==> config.mk <==
export PLATFORM = sky130hd
export DESIGN_NAME = clock_period_meter
export DESIGN_NICKNAME = d
export VERILOG_FILES = /design/src/rtl/clock_period_meter.sv
export SDC_FILE = /design/constraint.sdc
export NUM_CORES = 1
export LEC_CHECK = 0
export CAP_MARGIN = 10
export CORE_MARGIN = 4
export CORE_UTILIZATION = 43
export DETAILED_ROUTE_END_ITERATION = 10
export DONT_BUFFER_PORTS = 1
export SETUP_SLACK_MARGIN = 0.2
export SLEW_MARGIN = 25
export SYNTH_ARGS = -nofsm -noshare
export SYNTH_HDL_FRONTEND = slang
export SYNTH_SLANG_ARGS = --single-unit
export TNS_END_PERCENT = 5
==> constraint.sdc <==
create_clock -name clk -period 4.3 [get_ports clk]
set_clock_uncertainty 0.05 [all_clocks]
set_input_delay 1.075 -clock clk [delete_from_list [all_inputs] [get_ports clk]]
set_output_delay 1.075 -clock clk [all_outputs]
set_load 0.005 [all_outputs]
==> src/rtl/clock_period_meter.sv <==
// clock_period_meter
//   Measures the period of a slow asynchronous clock-like input in system
//   clock cycles. sig_in is synchronised, its rising edges are detected and the
//   number of clk cycles between two consecutive rising edges is presented on a
//   valid/ready interface.
//
//   Results that are overwritten before the consumer accepts them set the
//   sticky overrun flag. The timeout flag reports a dead input: no rising edge
//   within MAX_PERIOD cycles.
//
//   Optional feature macro: PERIOD_METER_DUTY_EN
//     When defined, a high_count port reports how many clk cycles the
//     synchronised input was high during the period just captured.
//     When undefined, the port and its counter are absent and everything else
//     behaves the same.
module clock_period_meter #(
  parameter int CNT_WIDTH   = 16,
  parameter int SYNC_STAGES = 2,
  parameter int MAX_PERIOD  = 1000
) (
  input  logic                 clk,
  input  logic                 rst,
  input  logic                 sig_in,
  output logic [CNT_WIDTH-1:0] period,
  output logic                 period_valid,
  input  logic                 period_ready,
  output logic                 overrun,
  input  logic                 overrun_clr,
  output logic                 timeout
`ifdef PERIOD_METER_DUTY_EN
  ,
  output logic [CNT_WIDTH-1:0] high_count
`endif
);

  // Last value cnt_r may hold; reaching it without an edge means a dead input.
  localparam logic [CNT_WIDTH-1:0] CNT_LAST = CNT_WIDTH'(MAX_PERIOD - 1);
  localparam logic [CNT_WIDTH-1:0] CNT_ONE  = CNT_WIDTH'(1);
  localparam logic [CNT_WIDTH-1:0] CNT_ZERO = CNT_WIDTH'(0);

  typedef enum logic [0:0] {
    IDLE    = 1'b0,
    MEASURE = 1'b1
  } state_t;

  state_t                 state_r;
  logic [SYNC_STAGES-1:0] sync_r;
  logic                   prev_r;
  logic [CNT_WIDTH-1:0]   cnt_r;

  logic                   sync_s;
  logic                   rise_s;
  logic                   capture_s;
  logic                   cnt_last_s;
  logic                   overrun_set_s;

`ifdef PERIOD_METER_DUTY_EN
  logic [CNT_WIDTH-1:0]   hcnt_r;
`endif

  // Synchroniser chain for the asynchronous input plus one delayed copy for edge detection.
  always_ff @(posedge clk or negedge rst) begin
    if (!rst) begin
      sync_r <= {SYNC_STAGES{1'b0}};
      prev_r <= 1'b0;
    end else begin
      sync_r <= {sync_r[SYNC_STAGES-2:0], sig_in};
      prev_r <= sync_r[SYNC_STAGES-1];
    end
  end

  // Edge strobe, capture qualifier and overrun condition.
  always_comb begin
    sync_s        = sync_r[SYNC_STAGES-1];
    rise_s        = sync_s & ~prev_r;
    capture_s     = (state_r == MEASURE) && rise_s;
    cnt_last_s    = (cnt_r == CNT_LAST);
    overrun_set_s = capture_s && period_valid && !period_ready;
  end

  // Measurement FSM: the first edge only arms the counter, later edges restart it,
  // and running out of count drops back to IDLE with timeout raised.
  always_ff @(posedge clk or negedge rst) begin
    if (!rst) begin
      state_r <= IDLE;
      cnt_r   <= CNT_ZERO;
      timeout <= 1'b0;
    end else begin
      case (state_r)
        IDLE: begin
          if (rise_s) begin
            state_r <= MEASURE;
            cnt_r   <= CNT_ZERO;
            timeout <= 1'b0;
          end else begin
            state_r <= IDLE;
          end
        end
        MEASURE: begin
          if (rise_s) begin
            cnt_r <= CNT_ZERO;
          end else if (cnt_last_s) begin
            timeout <= 1'b1;
            state_r <= IDLE;
          end else begin
            cnt_r <= cnt_r + CNT_ONE;
          end
        end
        default: begin
          state_r <= IDLE;
          cnt_r   <= CNT_ZERO;
        end
      endcase
    end
  end

  // Result register and valid flag; a capture always wins over an acceptance
  // so a result arriving on the accept cycle is kept rather than dropped.
  always_ff @(posedge clk or negedge rst) begin
    if (!rst) begin
      period       <= CNT_ZERO;
      period_valid <= 1'b0;
    end else if (capture_s) begin
      // cnt_r counts from zero on the edge cycle, so the edge itself adds one.
      period       <= cnt_r + CNT_ONE;
      period_valid <= 1'b1;
    end else if (period_valid && period_ready) begin
      period_valid <= 1'b0;
    end
  end

  // Sticky overrun flag; a new overwrite beats a simultaneous clear.
  always_ff @(posedge clk or negedge rst) begin
    if (!rst) begin
      overrun <= 1'b0;
    end else if (overrun_set_s) begin
      overrun <= 1'b1;
    end else if (overrun_clr) begin
      overrun <= 1'b0;
    end
  end

`ifdef PERIOD_METER_DUTY_EN
  // High-time counter: restarts on each rising edge, counts while the synchronised
  // input is high and therefore holds still after the falling edge; saturates so a
  // stuck-high input cannot wrap it.
  always_ff @(posedge clk or negedge rst) begin
    if (!rst) begin
      hcnt_r <= CNT_ZERO;
    end else if (rise_s) begin
      hcnt_r <= CNT_ZERO;
    end else if (sync_s && (hcnt_r != CNT_LAST)) begin
      hcnt_r <= hcnt_r + CNT_ONE;
    end
  end

  // High-time result, loaded together with period so both describe the same period.
  always_ff @(posedge clk or negedge rst) begin
    if (!rst) begin
      high_count <= CNT_ZERO;
    end else if (capture_s) begin
      // The edge cycle is itself a high cycle, hence the extra one.
      high_count <= hcnt_r + CNT_ONE;
    end
  end
`endif

endmodule

Yosys cells after proc, flatten, opt, wreduce, memory -nomap -nowiden. Cells that the tools add are included.

Register bits: 39. Word-level logic and storage cells: 42.

Add/subtract/negate cells: 1. Eq/ne operators: 5. Reductions and logical operators: 9. Bitwise operators: 3. Muxes and demuxes: 16.

Operator list (count): 16-bit 2-to-1 mux (3); 16-bit case mux with 2 select lines (1); 16-bit by 1-bit adder with 16-bit output (second input constant) (1); 16-bit by 10-bit equality test with 1-bit output (second input constant) (1); 1-bit 2-to-1 mux (10); 1-bit logical AND (4); 2-bit inequality test (second input constant) (2); 1-bit case mux with 2 select lines (2); 2-bit nonzero test (2); 3-bit inequality test (second input constant) (1); 3-bit AND reduction (1); 2-bit by 1-bit inequality test with 1-bit output (second input constant) (1); 1-bit NOT (2); 2-bit AND reduction (1); 1-bit bitwise AND (1); 1-bit zero test (1).

Longest topological paths before layout.
Depth in word-level cells: 6. Gate-level depth with buffers: 6. Mapped depth without buffers: 5.

Least setup slack after synthesis. No wires, ideal clock.

Path kind: reg2reg. Start: register cnt_r[0]. End: register cnt_r[12]. Library setup time: 78 ps. Period minus slack after synthesis: 1834 ps. Data arrival time: 1706 ps. Path buffers: 1. Data required time: 4172 ps. Path slack: 2466 ps. Stages on the path, launching flop included: 7. Cell sequence: dfrtp_1 -> ha_1 -> buf_4 -> nand4_4 -> or3_4 -> or3_1 -> a21oi_1.

Longest elaborated chain between the ends: 4.

Ends and longest elaborated chain: start: declaration (line 49) `logic [CNT_WIDTH-1:0] cnt_r;`; start signal: assignment (line 106) `cnt_r <= cnt_r + CNT_ONE;`; 16-bit by 1-bit adder with 16-bit output (line 106); 16-bit 2-to-1 mux (line 102) `end else if (cnt_last_s) begin`; 16-bit 2-to-1 mux (line 100) `if (rise_s) begin`; 16-bit case mux with 2 select lines (line 89) `case (state_r)`.

Several ways; a longest one is shown, not always the timed one. The select of a mux whose other input is x is not followed. A chain may end at the register's enable or synchronous reset.

Final worst setup path. Ends and elaborated chain as after synthesis.

==> results.txt <==
----------------------------------------------------
[Timing]
  RSZ-0062 raised after global routing ... no
  Max-slew violation count ... 0
  Tmin final ... 2140 ps
  Number of setup violations in the final report ... 0
  Transition at the pin with the smallest max-transition slack ... 654 ps
  Summed negative setup slack over all endpoints ... 0 ps
  Hold violation count in the final report ... 0
  Max Clock Freq ... 0.467 GHz
  Slew headroom ... 0.562
  Period Utilization, post-route ... 0.498
  Least setup slack across all paths after layout ... 2160 ps

[Yosys]
  Register area share after synthesis ... 0.481
  Register bit total from synthesis ... 39
  Syn Inst Count ... 214
  Area share of the leading cell type in the synthesized netlist ... 0.481
  Post-Synthesis Net Count ... 220
  Largest area contributor in the synthesized netlist ... sky130_fd_sc_hd__dfrtp_1
  Number of library cell types mapped by synthesis ... 43
  Synthesized area divided by synthesized cell count ... 9.49 um^2
  Yosys warning total ... 0
  Summed instance area of the synthesized netlist ... 2030 um^2
  Top post-synthesis cells by area ... sky130_fd_sc_hd__dfrtp_1 (48%), sky130_fd_sc_hd__nand2_1 (7.0%), sky130_fd_sc_hd__xnor2_1 (5.2%)

[Power and ir drop]
  Fraction of power consumed by sequential logic ... 0.589
  Sw power ... 216 uW
  Worst voltage drop across the vdd grid ... 0.000201 V
  Int Pwr ... 548 uW
  Net switching share of the total power ... 0.283
  Share of total power in the clock network ... 0.307
  Pleak ... 0.875 nW
  Logic pwr share ... 0.104
  Power density over the cells ... 366 nW/um^2

[Die]
  Die Span X ... 76.7 um
  Starting utilization of the core area ... 0.454
  Vertical extent of the die ... 76.7 um
  Floorplan row count ... 24
  Area of the placeable core ... 4470 um^2
  Die area ... 5890 um^2
  Boundary pin count ... 24

[Critical path]
  Req. time, crit path ... 4460 ps
  Start point of the critical path ... cnt_r[0]
  Critical path class ... reg -> reg
  Crit Reg-Reg Startpoint ... cnt_r[0]
  List of cells traversed by the critical path ... ha_1 > nand4_4 > or3_4 > or3_1 > a21oi_1
  Count of buffer and inverter cells on the critical path ... 0
  Endpoint of the most critical register-to-register path ... cnt_r[12]
  R2r setup slk ... 2160 ps
  Crit path max fanout ... 9
  Category of the worst setup path launch point ... register
  Crit. End Element ... register
  Slowest Stage Delay on Critical Path ... 500 ps
  Worst reg-to-reg path cell count ... 5
  Family of cells with the greatest summed delay on the critical path ... simple AND/OR/NAND/NOR gates
  CP Data Arrival Time ... 2310 ps
  Slowest CP cell ... sky130_fd_sc_hd__dfrtp_1

[Min path]
  Worst hold start ... sync_r[0]
  Worst Hold Path EP ... sync_r[1]
  WHS Path Cells ... 0
  Tightest Hold Check Type ... reg -> reg

[Layout]
  Layout Nets ... 211
  Area grow syn2layout ... 2.96%
  Number of non-filler instances in the completed layout ... 258
  Layout cell share with drive strength beyond 1 ... 0.0777
  Leading cell type in the layout, fill and taps excluded ... sky130_fd_sc_hd__dfrtp_1
  Number of inserted filler cells in the final layout ... 444
  Number of diodes ... 0
  Most frequent cells in the layout ... sky130_fd_sc_hd__dfrtp_1 (39), sky130_fd_sc_hd__nand2_1 (38), sky130_fd_sc_hd__nor2_1 (15)

[Clock network]
  Clock buffers created by TritonCTS ... 5
  H-tree levels ... 2
  TritonCTS clock tree ... done
  Clock sink count ... 39
  Setup Buffers After CTS ... 0
  CTS Root Cell ... sky130_fd_sc_hd__clkbuf_8
  Hold Buf Count CTS ... 0
  Count of instances resized after the clock tree is built ... 0
  Skew-Pair Late Insertion Delay ... 290 ps
  Clock-pin slew on the worst setup and hold paths ... 70 ps
  Maximum root-to-sink buffer count ... 2

[Route]
  Count of nets left with antenna violations after detail routing ... 0
  Number of DRC violations after detailed-routing iteration 0 ... 94
  Detailed-route wire length ... 3950 um
  Average wire length per cell after detail routing ... 15.3 um
  Number of iterations in the first detailed-routing pass ... 4
  Drc violations ... 0
  Via density per instance ... 5.68
  Vias after detailed routing ... 1466

[GRT]
  Largest net degree at the start of global routing ... 40
  Initial antenna violation count ... 0
  Number of global-route vias before repair ... 1426
  GRT Total Usage ... 0.146
  First-pass GRT wire length ... 6930 um
  Residual overflow from global routing ... 0

[Placed design]
  Number of instances in the placed design ... 250
  HPWL after DPL ... 2760 um
  Count of buffers inserted at the top-level ports ... 0
  Routability congestion estimate ... 0.797
  DP Worst Slack ... 2200 ps

[Run]
  Maximum capacitance violations ... 0

[Run status]
  Run status ... finished, final reports clean

----------------------------------------------------
## layer usage
layer / track usage / vias up / share of wire
met5: 0 / - / 0
met4: 0.0562 / 0 / 0.018
met3: 0.0445 / 9 / 0.035
met2: 0.227 / 23 / 0.47
met1: 0.191 / 712 / 0.48
li1: - / 722 / -
## synth_stat cells
master                     number
sky130_fd_sc_hd__mux2i_1        6
sky130_fd_sc_hd__nor2b_1        1
sky130_fd_sc_hd__clkbuf_2       1
sky130_fd_sc_hd__nand2_1       38
sky130_fd_sc_hd__nor3_1         4
sky130_fd_sc_hd__buf_4          5
sky130_fd_sc_hd__nand3b_1       1
sky130_fd_sc_hd__a41o_1         2
sky130_fd_sc_hd__nand2b_1       5
sky130_fd_sc_hd__a211o_1        1
sky130_fd_sc_hd__a31o_2         1
sky130_fd_sc_hd__clkbuf_1       6
sky130_fd_sc_hd__nand4_2        1
sky130_fd_sc_hd__nor2_1        15
sky130_fd_sc_hd__or2_1          1
sky130_fd_sc_hd__ha_1           1
sky130_fd_sc_hd__buf_2          4
sky130_fd_sc_hd__and4_1         1
sky130_fd_sc_hd__nand4_4        1
sky130_fd_sc_hd__or3_4          1
sky130_fd_sc_hd__inv_2          1
sky130_fd_sc_hd__and3_1         4
sky130_fd_sc_hd__dfrtp_1       39
sky130_fd_sc_hd__or3_1          1
sky130_fd_sc_hd__o211ai_1       1
sky130_fd_sc_hd__xor2_1         4
sky130_fd_sc_hd__nand3_4        2
sky130_fd_sc_hd__nor4_1         9
sky130_fd_sc_hd__a21o_1         1
sky130_fd_sc_hd__or4_1          1
sky130_fd_sc_hd__o22ai_1        1
sky130_fd_sc_hd__and3b_1        1
sky130_fd_sc_hd__inv_1          4
sky130_fd_sc_hd__buf_6          1
sky130_fd_sc_hd__nand3_1        7
sky130_fd_sc_hd__a31oi_1        2
sky130_fd_sc_hd__mux2_2         1
sky130_fd_sc_hd__nor4b_1        1
sky130_fd_sc_hd__a21oi_1        3
sky130_fd_sc_hd__nand4_1        6
sky130_fd_sc_hd__o31ai_1        2
sky130_fd_sc_hd__o21ai_0       14
sky130_fd_sc_hd__xnor2_1       12
## area by class of cell
| cell class | instances | area, um^2 | share of cell area |
|---|---|---|---|
| timing repair buffer | 1 | 7.51 | 0.00359 |
| sequential | 39 | 976 | 0.467 |
| clock buffer | 7 | 76.3 | 0.0365 |
| inverter | 5 | 18.8 | 0.00898 |
| tap | 52 | 65.1 | 0.0311 |
| multi-input combinational | 153 | 942 | 0.451 |
| clock inverter | 1 | 5.00 | 0.00239 |
## how the worst max path moves through the flow
| stage | endpoint | slack (ps) | cells past startpoint |
|---|---|---|---|
| global route | period[14] | 2040 | 4 |
| CTS | cnt_r[12] | 2180 | 5 |
| detailed placement | cnt_r[12] | 2200 | 5 |
| global placement | period[14] | 2260 | 4 |
| finish | cnt_r[12] | 2160 | 5 |
| floorplan | cnt_r[12] | 2470 | 6 |
## state kept, by name, indices dropped and copies added, names as in the netlist
name and cells:
cnt_r 16, overrun 1, period 16, period_valid 1
prev_r 1, state_r 1, sync_r 2, timeout 1
## power by group through the flow
| stage | registers (mW) | logic [mW] | clock network, mW |
|---|---|---|---|
| floorplan | 0.430 | 0.0967 | 0 |
| global placement | 0.455 | 0.0784 | 0 |
| detailed placement | 0.458 | 0.0791 | 0 |
| CTS | 0.450 | 0.0798 | 0.246 |
| global route | 0.458 | 0.0918 | 0.264 |
| finish | 0.450 | 0.0792 | 0.235 |
## cells by family after synthesis
kind of cell	share of synthesized area
xor+xnor	0.0690
fa+ha+maj	0.00616
flops	0.481
compound gates	0.0844
simple gates	0.268
buf+inv	0.0567
mux	0.0351
## per-stage QoR
step | utilization | total power, mW | hold slack, ps | cell area, um^2
2_1_floorplan | - | 0.527 | 281 | 2030
3_3_place_gp | 0.449 | 0.534 | 286 | 2010
3_5_place_dp | 0.449 | 0.537 | 290 | 2010
4_1_cts | 0.467 | 0.776 | 308 | 2090
5_1_grt | 0.467 | 0.814 | 318 | 2090
6_report | 0.467 | 0.764 | 305 | 2090
Note: power is estimated with default switching activity, not from simulation.
